<file path="src/rtl/irq_pkg.sv">
// Shared definitions for the interrupt arbiter: FSM encoding, decoder PCSrc codes
// and the default assignment of peripherals to priority slots.
package irq_pkg;

    typedef enum logic [1:0] {
        ST_IDLE    = 2'd0,
        ST_ASSERT  = 2'd1,
        ST_SERVICE = 2'd2
    } irq_state_t;

    localparam logic [2:0] PCSRC_IRQ = 3'b100;
    localparam logic [2:0] PCSRC_EXC = 3'b101;

    localparam int SRC_TIMER   = 0;
    localparam int SRC_UART_RX = 1;
    localparam int SRC_UART_TX = 2;
    localparam int SRC_EXT     = 3;

endpackage

</file>
<file path="src/rtl/irq_prio_enc.sv">
// Combinational fixed-priority encoder: reports the index of the lowest set bit.
module irq_prio_enc #(
    parameter int NSRC = 4,
    parameter int CW   = 3
) (
    input  logic [NSRC-1:0] req,
    output logic            valid,
    output logic [CW-1:0]   idx
);

    always_comb begin
        // NOTE: defaults first so every path assigns both outputs and no latch is inferred.
        valid = 1'b0;
        idx   = '0;
        // Scan downwards so the lowest set index is the last one written.
        for (int i = NSRC - 1; i >= 0; i--) begin
            if (req[i]) begin
                valid = 1'b1;
                idx   = CW'(i);
            end
        end
    end

endmodule

</file>
<file path="src/rtl/irq_arbiter.sv">
// Edge-captures peripheral interrupt requests, masks them, grants one by fixed
// priority and drives the decode-stage IRQ line through an assert/service handshake.
module irq_arbiter
    import irq_pkg::*;
#(
    parameter int NSRC  = 4,
    parameter int CW    = 3,
    parameter int SVC_W = 16
) (
    input  logic             clk,
    input  logic             reset,
    input  logic [NSRC-1:0]  SrcReq,
    input  logic             KernelMode,
    input  logic             IntAck,
    input  logic             IretDone,
    input  logic             MaskWr,
    input  logic [NSRC-1:0]  MaskWData,
    output logic             IRQ,
    output logic [CW-1:0]    IntCause,
    output logic [NSRC-1:0]  Mask,
    output logic [NSRC-1:0]  Pending,
    output logic [SVC_W-1:0] SvcCycles
);

    irq_state_t      state;
    logic [NSRC-1:0] prev_req;
    logic [NSRC-1:0] rise;
    logic [NSRC-1:0] eligible;
    logic [NSRC-1:0] cause_bit;
    logic [NSRC-1:0] ack_clr;
    logic            sel_valid;
    logic [CW-1:0]   sel_idx;
    logic            take_ack;

    assign rise      = SrcReq & ~prev_req;
    assign eligible  = Pending & Mask;
    assign cause_bit = NSRC'(1) << IntCause;
    assign take_ack  = (state == ST_ASSERT) && IntAck;
    assign ack_clr   = take_ack ? cause_bit : '0;

    irq_prio_enc #(
        .NSRC (NSRC),
        .CW   (CW)
    ) u_prio_enc (
        .req   (eligible),
        .valid (sel_valid),
        .idx   (sel_idx)
    );

    always_ff @(posedge clk) begin
        // NOTE: all state uses non-blocking assignments so every branch sees pre-edge values.
        if (!reset) begin
            state     <= ST_IDLE;
            prev_req  <= '0;
            Mask      <= '0;
            Pending   <= '0;
            IRQ       <= 1'b0;
            IntCause  <= '0;
            SvcCycles <= '0;
        end else begin
            prev_req <= SrcReq;
            if (MaskWr) begin
                Mask <= MaskWData;
            end
            // A new rise wins over the acknowledge clear of the same source.
            Pending <= (Pending & ~ack_clr) | rise;

            case (state)
                ST_IDLE: begin
                    if (sel_valid && !KernelMode) begin
                        IntCause <= sel_idx;
                        IRQ      <= 1'b1;
                        state    <= ST_ASSERT;
                    end
                end
                ST_ASSERT: begin
                    if (IntAck) begin
                        IRQ       <= 1'b0;
                        SvcCycles <= '0;
                        state     <= ST_SERVICE;
                    end else if ((eligible & cause_bit) == '0) begin
                        IRQ   <= 1'b0;
                        state <= ST_IDLE;
                    end
                end
                ST_SERVICE: begin
                    if (SvcCycles != '1) begin
                        SvcCycles <= SvcCycles + SVC_W'(1);
                    end
                    if (IretDone) begin
                        state <= ST_IDLE;
                    end
                end
                default: begin
                    IRQ   <= 1'b0;
                    state <= ST_IDLE;
                end
            endcase
        end
    end

endmodule

</file>
<file path="config.mk">
export PLATFORM = sky130hd
export DESIGN_NAME = irq_arbiter
export DESIGN_NICKNAME = d
export VERILOG_FILES = /design/src/rtl/irq_pkg.sv /design/src/rtl/irq_prio_enc.sv /design/src/rtl/irq_arbiter.sv
export SDC_FILE = /design/constraint.sdc
export NUM_CORES = 1
export LEC_CHECK = 0
export BUFFER_PORTS_ARGS = -buffer_cell sky130_fd_sc_hd__buf_4
export CAP_MARGIN = 40
export CORE_MARGIN = 3
export CORE_UTILIZATION = 56
export DETAILED_ROUTE_END_ITERATION = 10
export PLACE_DENSITY = 0.8
export SYNTH_ARGS = -nofsm -noshare
export SYNTH_HDL_FRONTEND = slang
export SYNTH_HIERARCHICAL = 1
export SYNTH_SLANG_ARGS = --single-unit
</file>
<file path="constraint.sdc">
create_clock -name clk -period 5.43 [get_ports clk]
set_input_delay 1.3575 -clock clk [delete_from_list [all_inputs] [get_ports clk]]
set_output_delay 1.3575 -clock clk [all_outputs]
set_load 0.005 [all_outputs]
</file>
# Word-level counts from Yosys, hierarchy flattened
# Cells that the tools add are included.
# W data, S select, Z words.
dict set report op_classes {
  n_addsub 1
  n_mul 0
  n_bitwise 8
  reduce_logical 10
  eq_ne 8
  n_lt_le_gt_ge 0
  n_div 0
  shift 1
  muxes 21
}
# cell count
set op_table {}
lappend op_table {{$mux W16} 2}
lappend op_table {{$pmux W16 S2} 1}
lappend op_table {{$add A16 B1 Y16 const B} 1}
lappend op_table {{$and A4 B4 Y4} 4}
lappend op_table {{$mux W2} 8}
lappend op_table {{$ne A16 B16 Y1 const B} 1}
lappend op_table {{$reduce_and A3 Y1} 3}
lappend op_table {{$ne A2 B2 Y1 const B} 4}
lappend op_table {{$not A4 Y4} 2}
lappend op_table {{$mux W1} 7}
lappend op_table {{$pmux W2 S3} 1}
lappend op_table {{$logic_not A4 Y1} 1}
lappend op_table {{$mux W4} 1}
lappend op_table {{$or A4 B4 Y4} 1}
lappend op_table {{$shl A1 B3 Y4 const A} 1}
lappend op_table {{$ne A3 B2 Y1 const B} 1}
lappend op_table {{$pmux W1 S3} 1}
lappend op_table {{$eq A2 B1 Y1 const B} 1}
lappend op_table {{$eq A2 B2 Y1 const B} 1}
lappend op_table {{$logic_and A1 B1 Y1} 2}
lappend op_table {{$logic_not A2 Y1} 1}
lappend op_table {{$reduce_and A2 Y1} 1}
lappend op_table {{$reduce_bool A2 Y1} 1}
lappend op_table {{$logic_not A1 Y1} 1}
lappend op_table {{$not A1 Y1} 1}
dict set report word_totals {
  mem_bits_ro 0
  ram_bits 0
  elab_cells 56
  ff_bits 34
  out_inout_bits 28
  in_bits 14
  latchBits 0
  memories 0
}

# Depth between registers and ports, before layout
dict set report depth {
  word_depth 8
  depth_mapped 7
  ltp_nobuf 7
}

# Modules after synthesis
# Netlist, hierarchy kept.
# module cells_each instances area_per_inst_um2 seq_area_each_um2
set by_module_without_submodules {}
lappend by_module_without_submodules {irq_arbiter 172 1 1627.8 680.7}
lappend by_module_without_submodules {irq_prio_enc 9 1 46.3 0.0}

# Worst setup path before layout
# OpenSTA, ideal clock, no wires.
dict set report synth_timing {
  kind {input to register}
  from {input reset}
  to {register SvcCycles[13]}
  setup_time_ns 0.120
  required_time_ns 5.310
  path_stages 5
  n_path_buf 2
  t_arrival_ns 2.227
  setup_slack_ns 3.083
  path_cell_list {clkbuf_1 and2_1 clkbuf_1 o211a_1 a211o_1}
}
# element line_no
set synth_rtl {}
lappend synth_rtl {{start, declared} irq_arbiter.sv:11} ;# input logic reset,
lappend synth_rtl {{end signal, assigned} irq_arbiter.sv:88} ;# SvcCycles <= SvcCycles + SVC_W'(1);
lappend synth_rtl {{end, declared} irq_arbiter.sv:22} ;# output logic [SVC_W-1:0] SvcCycles

# Final worst setup path
dict set report layout_timing {
  from {register SvcCycles[2]}
  to {output SvcCycles[2]}
}
# No word-level cell between the ends.

==> flow_metrics.tcl <==
set metrics [dict create \
    hold_buffers 0 \
    tns_ps 0 \
    clk_latency_ps 350 \
    p_per_area_mw_per_mm2 214 \
    swShare_pct 24.9 \
    cp_cell_sequence "buf_4" \
    start_util_pct 59.7 \
    fmax_mhz 422 \
    fin_crit_sh_pct 43.6 \
    seq_area_frac_synth_pct 40.7 \
    r2r_slack_ps 3250 \
    overflow 0 \
    met1_length_um 1800 \
    grt_start_max_net_pins 29 \
    grt_pass1_wl_um 6490 \
    critPathMaxFanout 8 \
    post_cts_resized 0 \
    first_iter_violations 62 \
    gp_congestion 0.804 \
    power.leakage_nw 0.910 \
    cts_tree "done" \
    cp-start-kind "register" \
    crit_buf_inv 1 \
    antenna_found_initial 0 \
    hold_violations 0 \
    syn-cell-area_mm2 0.00167 \
    cts_setup_buffers 0 \
    clkPwrFrac_pct 30.3 \
    drv_cap 0 \
    die_y_um 60.7 \
    combinationalPowerShare_pct 9.4 \
    min_path_type "register to register" \
    final_antenna_net_count 0 \
    synth.distinct_cells 50 \
    critPathCaptureType "output pin" \
    die_area_mm2 0.00368 \
    pwr-share-seq_pct 60.3 \
    io_pins 42 \
    maxSlewViolCount 0 \
    path_class "register to output pin" \
    syn_avg_cell_area_um2 9.25 \
    clock_path_buffers 2 \
    hpwlAfterDp_um 2890 \
    synth-edff-count 0 \
    slew_headroom_pct 66.8 \
    nNetsFinal 237 \
    fillers 233 \
    setup_viol_count_final 0 \
    rows 19 \
    route.met3.wl_um 244 \
    dr_wl_met2_um 1880 \
    root_buffer "clkbuf_4" \
    drtPass1Iterations 4 \
    synth.net_count 196 \
    max_stage_delay_ps 490 \
    tightest_slew_ps 492 \
    drt-total-wl_um 3970 \
    critPathSlowestCell "dfxtp_1" \
    area_growth_pct 21.3 \
    numPortBuffers 41 \
    die_w_um 60.7 \
    num_vias 1555 \
    fin_util_pct 72.4 \
    drcViolationCount 0 \
    ys_warn_count 6 \
    vias_per_cell 6.15 \
    synth_top_flop_cell "dfxtp_1" \
    synthArstFlopShare_pct 0 \
    power.switching_uw 108 \
    worst_ep_required_time_ps 4070 \
    ys_ff_latch 34 \
    clk_pin_slew_ps 110 \
    seqCellArea_um2 681 \
    p_int_uw 326 \
    rsz0062_at_grt "no" \
    status "complete, no violations" \
    core_mm2 0.00281 \
    finalClockSkew_ps 18.6 \
    min_period_ps 2370 \
    h-tree-depth 2 \
    vdd_drop_max_mv 0.191 \
    n_antenna_cell 0 \
    synthCells 181 \
    drive_above_1_share_pct 25.2 \
    critPathTopFamily "flip-flops" \
    cts_buffers 5 \
    worstPathArrival_ps 1010 \
    dr.max_layer_used "met4" \
    cts.sinks 34 \
    wl_per_cell_um 15.7 \
    track_usage_pct 23.5 \
    first_global_vias 1371 \
    multi_input_area_um2 952 \
]
-- cells by family after synthesis --
kind of cell / count (synthesis) / synth area share [%]
other: 1 / 0.224
AO/OA/AOI/OAI: 41 / 18.9
adder cells (fa/ha/maj): 1 / 0.747
AND/OR/NAND/NOR: 85 / 29.8
multiplexers: 9 / 6.13
buffers and inverters: 8 / 2.47
XOR/XNOR: 2 / 1.05
flip-flops: 34 / 40.7
-- cell usage in the layout (no fill, tap or decap), types with 2 or more instances in the layout --
cell / synthesis / routed
and3_1: 3 / 3
a21o_1: 2 / 2
nand2b_1: 5 / 5
o211a_1: 4 / 4
nand2_1: 13 / 13
nor3_1: 4 / 4
nand4_1: 7 / 7
nor2b_1: 11 / 11
buf_4: 1 / 41
o21ai_0: 6 / 6
nand3_1: 7 / 7
nor3b_1: 2 / 2
nor2_1: 7 / 7
a211o_1: 5 / 5
a31oi_1: 6 / 6
nand3b_1: 2 / 2
and2_1: 13 / 13
dfxtp_1: 34 / 34
clkinv_2: 0 / 2
clkbuf_4: 0 / 5
a21boi_0: 3 / 3
nor4_1: 6 / 6
mux2i_1: 8 / 8
-- cell usage after synthesis (2+ instances only) --
cell type / count / share of area [%]
and3_1: 3 / 1.1
nor4_1: 6 / 2.2
mux2i_1: 8 / 4.8
a21o_1: 2 / 0.90
nor3b_1: 2 / 0.90
a211o_1: 5 / 2.6
nand3_1: 7 / 2.1
and2_1: 13 / 4.9
o211a_1: 4 / 2.4
nor2b_1: 11 / 4.1
nand2b_1: 5 / 1.9
clkbuf_1: 4 / 0.90
a21boi_0: 3 / 1.3
nand3b_1: 2 / 0.90
nor3_1: 4 / 1.2
nand2_1: 13 / 2.9
dfxtp_1: 34 / 41
nor2_1: 7 / 1.6
a31oi_1: 6 / 2.2
o21ai_0: 6 / 1.8
nand4_1: 7 / 2.6
-- power groups by stage --
stage	Combinational [mW]	Sequential [mW]	Clock, mW
floorplan	0.0220	0.267	0
global placement	0.0397	0.267	0
detailed placement	0.0411	0.267	0
CTS	0.0412	0.262	0.133
global route	0.0452	0.263	0.150
finish	0.0410	0.262	0.132
-- through the flow --
step	hold slack, ps	area (um2)	setup WS, ps	cells	power [mW]
finish	498	2030	3060	253	0.434
global route	552	2030	3010	253	0.458
CTS	502	2030	3070	253	0.436
detailed placement	489	1980	2930	246	0.309
global placement	481	1980	2970	246	0.307
floorplan	470	1670	3080	181	0.289
-- area by class of cell --
type                       instances  share of cell area [%]
timing repair buffer              41                    15.2
clock buffer                       5                    1.85
inverter                           1                   0.185
multi-input combinational        139                    46.9
sequential                        34                    33.5
clock inverter                     2                   0.493
tap                               31                    1.91
-- path summary, 6_finish.rpt --
path / start / to / cells after the start
hold reg to reg: Pending[0]$_SDFF_PN0_ / Pending[0]$_SDFF_PN0_ / 2
setup reg to reg: SvcCycles[1]$_SDFFE_PN0P_ / SvcCycles[7]$_SDFFE_PN0P_ / 5
hold / removal: Pending[0]$_SDFF_PN0_ / Pending[0]$_SDFF_PN0_ / 2
setup / recovery: SvcCycles[2]$_SDFFE_PN0P_ / SvcCycles[2] / 1
-- sequential cells by signal, summed over array words and instances, names as in the netlist --
signal and cells:
state 2, IntCause 3, SvcCycles 16, IRQ 1, Mask 4, prev_req 4
Pending 4
-- layer usage --
metal,global-route usage [%],vias up
li1,-,754
met1,31.4,742
met2,36.2,54
met3,7.23,5
met4,7.74,0
met5,0,-
(Power assumes the default switching activity.)
